--- config.mk ---
export PLATFORM = sky130hd
export DESIGN_NAME = sr_switch_debounce
export DESIGN_NICKNAME = d
export VERILOG_FILES = /design/src/rtl/sr_switch_debounce_pkg.sv /design/src/rtl/debounce_bit.sv /design/src/rtl/sr_switch_debounce.sv
export SDC_FILE = /design/constraint.sdc
export NUM_CORES = 1
export LEC_CHECK = 0
export ABC_CLOCK_PERIOD_IN_PS = 4260
export BUFFER_PORTS_ARGS = -buffer_cell sky130_fd_sc_hd__buf_4
export CAP_MARGIN = 30
export CORE_UTILIZATION = 55
export CTS_BUF_LIST = sky130_fd_sc_hd__clkbuf_16
export DETAILED_ROUTE_END_ITERATION = 10
export GPL_ROUTABILITY_DRIVEN = 0
export PLACE_DENSITY_LB_ADDON = 0.2
export SLEW_MARGIN = 20
export SYNTH_ARGS = -nofsm -noshare
export SYNTH_HDL_FRONTEND = slang
export SYNTH_SLANG_ARGS = --single-unit
--- constraint.sdc ---
create_clock -name clk -period 4.26 [get_ports clk]
set_input_delay 0.213 -clock clk [delete_from_list [all_inputs] [get_ports clk]]
set_output_delay 0.213 -clock clk [all_outputs]
set_load 0.02 [all_outputs]
--- src/rtl/sr_switch_debounce_pkg.sv ---
// Shared helpers for the console switch debouncer.
package sr_switch_debounce_pkg;

  // Qualification counter width; a single-tick window still needs one bit.
  function automatic int cnt_width(input int n);
    return (n <= 2) ? 1 : $clog2(n);
  endfunction

endpackage

--- src/rtl/debounce_bit.sv ---
// One switch bit: qualifies a new synchronised level over STABLE_TICKS sample ticks.
module debounce_bit
  import sr_switch_debounce_pkg::*;
#(
  parameter int STABLE_TICKS = 4
) (
  input  logic clk,
  input  logic reset,
  input  logic sync_in,
  input  logic tick,
  input  logic bypass,
  output logic level,
  output logic flip
);

  localparam int CW = cnt_width(STABLE_TICKS);
  localparam logic [CW-1:0] CNT_LAST = CW'(STABLE_TICKS - 1);

  logic [CW-1:0] cnt;

  always_ff @(posedge clk or posedge reset) begin
    if (reset) begin
      cnt   <= '0;
      level <= 1'b0;
      flip  <= 1'b0;
    end else begin
      flip <= 1'b0;
      if (bypass) begin
        cnt   <= '0;
        level <= sync_in;
        flip  <= (sync_in != level);
      end else if (sync_in == level) begin
        // Any return to the current level discards partial qualification.
        cnt <= '0;
      end else if (tick) begin
        if (cnt == CNT_LAST) begin
          level <= sync_in;
          flip  <= 1'b1;
          cnt   <= '0;
        end else begin
          cnt <= cnt + 1'b1;
        end
      end
    end
  end

endmodule

--- src/rtl/sr_switch_debounce.sv ---
// Front-panel switch front end: per-bit sync + debounce, shared sample prescaler,
// and a single changed pulse when any debounced bit flips.
module sr_switch_debounce #(
  parameter int WIDTH        = 16,
  parameter int CLK_DIV      = 1000,
  parameter int STABLE_TICKS = 4
) (
  input  logic             clk,
  input  logic             reset,
  input  logic [WIDTH-1:0] raw_sw,
  input  logic             bypass,
  output logic [WIDTH-1:0] switches,
  output logic             changed,
  output logic             tick
);

  localparam int PW = $clog2(CLK_DIV);
  localparam logic [PW-1:0] PRE_LAST = PW'(CLK_DIV - 1);
  localparam logic [PW-1:0] PRE_TICK = PW'(CLK_DIV - 2);

  logic [WIDTH-1:0] sync_meta;
  logic [WIDTH-1:0] sync_q;
  logic [WIDTH-1:0] flips;
  logic [PW-1:0]    pre_cnt;

  always_ff @(posedge clk or posedge reset) begin
    if (reset) begin
      sync_meta <= '0;
      sync_q    <= '0;
    end else begin
      sync_meta <= raw_sw;
      sync_q    <= sync_meta;
    end
  end

  // tick is registered one count early so it is high while pre_cnt == CLK_DIV-1.
  always_ff @(posedge clk or posedge reset) begin
    if (reset) begin
      pre_cnt <= '0;
      tick    <= 1'b0;
    end else begin
      if (pre_cnt == PRE_LAST) pre_cnt <= '0;
      else                     pre_cnt <= pre_cnt + 1'b1;
      tick <= (pre_cnt == PRE_TICK);
    end
  end

  always_ff @(posedge clk or posedge reset) begin
    if (reset) changed <= 1'b0;
    else       changed <= |flips;
  end

  for (genvar i = 0; i < WIDTH; i++) begin : g_bit
    debounce_bit #(
      .STABLE_TICKS(STABLE_TICKS)
    ) u_bit (
      .clk    (clk),
      .reset  (reset),
      .sync_in(sync_q[i]),
      .tick   (tick),
      .bypass (bypass),
      .level  (switches[i]),
      .flip   (flips[i])
    );
  end

endmodule
---- Word-level counts from Yosys, hierarchy flattened ----
Cells that the tools add are included.
word-level totals
  bits in registers ....................... 108
  output and inout bits ................... 18
  word-level logic and storage cells ...... 379
cells by class
  add/subtract/negate cells ............... 17
  eq/ne operators ......................... 66
  multiplexer cells ....................... 193
  reduce and logical (&&, ||, !) cells .... 50
operator list
  kind                                                             number
  1-bit 2-to-1 mux                                                 128
  2-bit 2-to-1 mux                                                 64
  3-bit AND reduction                                              16
  3-bit nonzero test                                               16
  2-bit nonzero test                                               17
  2-bit by 1-bit adder with 2-bit output, second input constant    16
  2-bit equality test, second input constant                       16
  2-bit != test, second input constant                             16
  10-bit equality test, second input constant                      2
  1-bit equality test                                              16
  1-bit != test                                                    16
  16-bit OR reduction                                              1
  10-bit by 1-bit adder with 10-bit output, second input constant  1
  10-bit 2-to-1 mux                                                1

---- Depth between registers and ports, before layout ----
Gate-level depths: netlist of the first run.
  depth after elaboration ................. 5
  mapped depth ............................ 6
  depth with buffers taken out ............ 4

---- Hierarchy ----
A second synthesis of the first run with hierarchy kept.
unflattened totals
  cells, all modules ...................... 334
  area, all modules ....................... 4,401.7 um^2
modules (own cells, without submodules)
  module              times used  cells an instance  area an instance (um^2)  seq. area each (um^2)
  debounce_bit        16          15                 187.7                    100.1
  sr_switch_debounce  1           94                 1,398.8                  1,101.1

---- Least setup slack after synthesis of the first run ----
Ideal clock, no wire load.
  kind .................................... reg2reg
  start point ............................. register tick
  end point ............................... register g_bit[11].u_bit.level
  library setup time ...................... 0.125 ns
  data arrival time ....................... 1.287 ns
  data required time ...................... 4.135 ns
  setup slack ............................. 2.848 ns
  stages on the path, launching flop included .. 5
  buffers on the path ..................... 2
  path through ............................ dfrtp_1 -> buf_2 -> buf_2 -> a21oi_1 -> mux2_2
between the ends
  word-level cells in the longest chain between the ends .. 2
RTL lines
  what                                  RTL line                  text
  from (decl)                           sr_switch_debounce.sv:14  output logic tick
  from (signal assigned)                sr_switch_debounce.sv:44  tick <= (pre_cnt == PRE_TICK);
  2-bit nonzero test (no source line)   --
  3-bit AND reduction (no source line)  --
  to (signal assigned)                  debounce_bit.sv:30        level <= sync_in;
  to (signal assigned)                  debounce_bit.sv:37        level <= sync_in;
  to (decl)                             debounce_bit.sv:12        output logic level,
No other way between the ends.
A chain may end at the register's enable or synchronous reset.

---- Worst setup path in the final report of the first run ----
  start point ............................. register tick
  end point ............................... register g_bit[14].u_bit.cnt[0]
between the ends
  word-level cells in the longest chain between the ends .. 1
RTL lines
  what                                 RTL line            text
  3-bit nonzero test (no source line)  --
  to (signal assigned)                 debounce_bit.sv:41  cnt <= cnt + 1'b1;
  to (decl)                            debounce_bit.sv:19  logic [CW-1:0] cnt;
No other way between the ends.

==> results.cfg, run 1 <==
[sta]
hold_viol_final = 0
fmax_ghz = 0.565
fin_tns_setup_ps = 0
clock_skew_ps = 9.01
rsz0062_at_grt = false
setup_violations = 0
worst_slew_pin_slew_ps = 795
min_period_ps = 1770
final_max_slew_viol_count = 0
fin_crit_sh = 0.415
slew_headroom = 0.470

[global_routing]
first_global_vias = 2581
grt_max_degree = 67
grt_usage = 0.185
grt_pass1_wl_um = 11800
globalRouteOverflowTotal = 0
grt_antenna_before_repair = 0

[run]
drv_cap = 0

[floorplan]
start_util = 0.564
dieArea_um2 = 8240
num_rows = 32
core_area_um2 = 7690
num_io_pins = 37
die_h_um = 90.8
die_w_um = 90.8

[finish]
final_common_cell = dfrtp_1
layout_common_cells = dfrtp_1, nor3_1, buf_4
layout-drive-gt1-share = 0.186
utilization = 0.652
area_growth_pct = 15.6
nets = 419
diodes = 0

[clocking]
root_buffer = clkbuf_16
clkTransAtPathRegs_ps = 70
htreeDepth = 3
numCtsBuffers = 9
clock-sinks = 108
cts_buffer_depth = 2
clk_latency_ps = 340
postCtsSetupBuffers = 0
cts_tree = yes

[drt]
wl_um = 6920
vias_per_cell = 5.29
dr.pass1.iters = 4
wire_per_inst_um = 14.2
vias = 2585
drcViolationCount = 0
antenna_left = 0
dr.first_iter.drc_count = 143

[yosys]
syn_avg_cell_area_um2 = 12.6
ys_types = 26
syn-num-nets = 382
synth.cell_area_um2 = 4330
yosysWarnings = 0
yosysSeqAreaShare = 0.624
syn_inst = 345
synth-seq-cells = 108

[placed_design]
numPortBuffers = 36
dp_hpwl_um = 4320

[worst_setup_path]
start_kind = register
arrival_ps = 2010
cp_data_required_time_ps = 4500
crit_fanout = 34
worstSetupPathType = reg2reg
crit_path_end_kind = register

[status]
outcome = finished clean

[power_and_ir_drop]
p_leak_nw = 2.29
power_density_nw_per_um2 = 403
ir_drop_mv = 0.266
p_total_w = 0.00202

[min_path]
min_path_type = in2async
critical path: stages (launching register included):
cell     delay [ps]
dfrtp_1         320
buf_4           390
inv_1           280
buf_16          230
nor3_1          220
a21oi_1          60
nor3_1          150
metrics by stage:
stage               hold WS [ps]  worst slack [ps]  instance area (um^2)  instances
CTS                         57.0              2240                  4980        488
floorplan                    244              1200                  4330        345
global route                 102              2330                  5010        489
detailed placement           323              2330                  4550        456
global placement             322              2440                  4550        456
finish                      27.8              2490                  5010        489
worst paths after layout:
check                              start                endpoint  slack, ps  cells past startpoint
max                                 tick  g_bit[14].u_bit.cnt[0]       2490                      6
min                                reset            sync_meta[9]         30                      2
max reg2reg                         tick  g_bit[14].u_bit.cnt[0]       2490                      6
min reg2reg                sync_meta[15]              sync_q[15]        350                      0
max in group asynchronous          reset                 changed       3180                      3
min in group clk           sync_meta[15]              sync_q[15]        350                      0
cell families (layout without fill, tap and decap cells):
family          count (synthesis)  count (layout)  synth area share
flops                         108             108             0.624
simple gates                   92              92             0.106
compound gates                 42              42            0.0505
buf+inv                        33              75            0.0488
mux                            32              32            0.0785
xor+xnor                       20              20            0.0404
fa+ha+maj                      18              18            0.0520
cells in the mapped netlist:
cell type | n | area [um^2]
or3_1 | 1 | 6.26
buf_2 | 7 | 35.0
ha_1 | 18 | 225
o31ai_1 | 2 | 15.0
nor3_1 | 48 | 240
buf_4 | 17 | 128
nand4_1 | 1 | 6.26
nor2_1 | 22 | 82.6
xnor2_1 | 17 | 149
and4bb_2 | 1 | 12.5
nor4_1 | 4 | 25.0
o21ai_0 | 3 | 15.0
inv_1 | 4 | 15.0
xor2_1 | 3 | 26.3
buf_6 | 2 | 22.5
nand2_1 | 7 | 26.3
a21oi_1 | 34 | 170
and3_1 | 2 | 12.5
mux2i_1 | 16 | 160
buf_1 | 3 | 11.3
nand3_4 | 1 | 17.5
and3_4 | 1 | 11.3
dfrtp_1 | 108 | 2700
a31oi_1 | 3 | 18.8
nand3_1 | 4 | 20.0
mux2_2 | 16 | 180
flip-flops by register name, summed over array words and instances, names as in the netlist:
signal	flops
changed	1
g_bit.u_bit.cnt	32
sync_q	16
sync_meta	16
g_bit.u_bit.level	16
g_bit.u_bit.flip	16
pre_cnt	10
tick	1
power by group:
| part | leakage (nW) | switching [W] | internal, W |
|---|---|---|---|
| registers | 1.36 | 0.0000258 | 0.00107 |
| clock network | 0.128 | 0.000360 | 0.000394 |
| logic | 0.796 | 0.0000915 | 0.0000750 |
per-layer routing:
layer,vias to the layer above,wire (um),share of wire,GRT usage
met5,-,0,0,0
met4,0,98,0.014,0.0595
met3,11,205,0.030,0.0505
met2,36,3540,0.51,0.296
met1,1273,3080,0.44,0.246
li1,1265,-,-,-
final cells by class:
type	instances	area, um^2
Multi-Input combinational cell	204	1420
Inverter	4	17.5
Clock buffer	9	225
Clock inverter	7	43.8
Timing Repair Buffer	55	473
Tap cell	102	128
Fill cell	610	2680
Sequential cell	108	2700
timing repair:
item | 4_1_cts | 5_1_grt
resized for setup | 0 | 0
hold buffers | 16 | 0
hold endpoints to repair | 16 | 0
(Power assumes the default switching activity.)
==> run 2, diff against run 1 <==
--- a/config.mk
+++ b/config.mk
@@ -5,7 +5,7 @@
 export SDC_FILE = /design/constraint.sdc
 export NUM_CORES = 1
 export LEC_CHECK = 0
-export ABC_CLOCK_PERIOD_IN_PS = 4260
+export ABC_CLOCK_PERIOD_IN_PS = 1800
 export BUFFER_PORTS_ARGS = -buffer_cell sky130_fd_sc_hd__buf_4
 export CAP_MARGIN = 30
 export CORE_UTILIZATION = 55
==> constraint.sdc (replaced) <==
create_clock -name clk -period 1.8 [get_ports clk]
set_input_delay 0.09 -clock clk [delete_from_list [all_inputs] [get_ports clk]]
set_output_delay 0.09 -clock clk [all_outputs]
set_load 0.02 [all_outputs]
==> results.cfg, run 2 (same netlist as run 1, synthesis figures left out) <==
[status]
outcome = finished clean

[drt]
vias_per_cell = 5.35
dr.first_iter.drc_count = 136
wl_um = 7160
vias = 2642
drcViolationCount = 0
antenna_left = 0
wire_per_inst_um = 14.5
dr.pass1.iters = 4

[finish]
design_area_um2 = 5050
nets = 424
top_register = g_bit.u_bit.cnt
layout_common_cells = dfrtp_1, nor3_1, buf_4
largest_register_ffs = 32
layout.cells.non_filler = 494
nFillCells = 603
seq_area_um2 = 2700
area_growth_pct = 16.5
diodes = 0
layout-drive-gt1-share = 0.196
multi_input_area_um2 = 1420
final_common_cell = dfrtp_1

[worst_setup_path]
start_kind = register
rr_worst_depth = 3
max_stage_delay_ps = 440
reg2reg_to = g_bit[4].u_bit.level
worstSetupPathType = reg2reg
crit_path_cell_trace = buf_4 -> a21oi_1 -> mux2_2
startpoint = tick
r2r_slack_ps = 390
crit_path_end_kind = register
arrival_ps = 1630
r2r_start = tick
cp_data_required_time_ps = 2020
crit_fanout = 17
critPathSlowestCell = dfrtp_1
worstSetupEndpoint = g_bit[4].u_bit.level

[floorplan]
die_w_um = 90.8
core_area_um2 = 7690
die_h_um = 90.8
start_util = 0.564
num_rows = 32
dieArea_um2 = 8240
num_io_pins = 37

[clocking]
clk_latency_ps = 340
postCtsSetupBuffers = 0
clkTransAtPathRegs_ps = 70
htreeDepth = 3
hold_buffers = 17
root_buffer = clkbuf_16
cts_tree = yes
clock-sinks = 108
numCtsBuffers = 9
cts_buffer_depth = 2
cts_resized = 0

[run]
drv_cap = 0

[sta]
setup_violations = 0
worst_slew_pin_slew_ps = 521
min_period_ps = 1410
rsz0062_at_grt = false
slew_headroom = 0.653
clock_skew_ps = 8.15
whs_ps = 303
final_max_slew_viol_count = 0
fmax_ghz = 0.711
fin_crit_sh = 0.781
hold_viol_final = 0
fin_tns_setup_ps = 0

[global_routing]
grt.busiest_layer = met2
grt_max_degree = 60
grt_antenna_before_repair = 0
grt_usage = 0.198
grt_use_met1 = 0.264
globalRouteOverflowTotal = 0
grt_use_met3 = 0.0547
first_global_vias = 2714
met2_usage = 0.316
grt_pass1_wl_um = 12600

[power_and_ir_drop]
p_leak_nw = 2.31
ir_drop_mv = 0.613
p_total_w = 0.00473
power_density_nw_per_um2 = 938

[placed_design]
place_area_um2 = 4620
dp_hpwl_um = 4620
dpl.cell_count = 461
numPortBuffers = 36

[min_path]
min_path_type = in2reg
-- run 2: worst min path at each step --
| stage | from | cells after the start | slack, ps | endpoint |
|---|---|---|---|---|
| after global placement | reset | 2 | 130 | g_bit[8].u_bit.cnt[0] |
| after floorplan | raw_sw[0] | 0 | 120 | sync_meta[0] |
| after detailed placement | reset | 2 | 120 | g_bit[8].u_bit.cnt[1] |
| final | bypass | 2 | 300 | g_bit[5].u_bit.cnt[0] |
| after global routing | bypass | 2 | 330 | g_bit[5].u_bit.cnt[1] |
| after CTS | bypass | 2 | 300 | g_bit[12].u_bit.cnt[0] |
-- run 2: report_power, final --
group | internal [W] | switching, W | total [W]
registers | 0.00254 | 0.0000636 | 0.00260
logic | 0.000186 | 0.000217 | 0.000404
clock network | 0.000918 | 0.000812 | 0.00173
total | 0.00364 | 0.00109 | 0.00473
-- run 2: final cells by class --
type | instances | share of cell area
clock buffers | 9 | 0.0446
clock inverters | 7 | 0.00694
inverters | 4 | 0.00372
multi-input cells | 204 | 0.281
flip-flops and latches | 108 | 0.535
well taps | 102 | 0.0253
repair buffers | 60 | 0.103
-- run 2: per-stage QoR --
stage / worst slack (ps) / utilization
4_1_cts: 400 / 0.657
6_report: 394 / 0.657
2_1_floorplan: 388 / -
3_3_place_gp: 468 / 0.601
3_5_place_dp: 416 / 0.601
5_1_grt: 325 / 0.657
-- run 2: routing by layer --
layer	vias to the layer above	part of all wire	routed length, um
li1	1275	-	-
met1	1315	0.45	3250
met2	48	0.50	3580
met3	4	0.035	250
met4	0	0.010	74
met5	-	0	0
-- run 2: worst max-delay path, delay by kind of cell (launching register included) --
| family | cells | cell delay, ps |
|---|---|---|
| buffers and inverters | 1 | 240 |
| multiplexers | 1 | 360 |
| flip-flops | 1 | 440 |
| AO/OA/AOI/OAI | 1 | 240 |
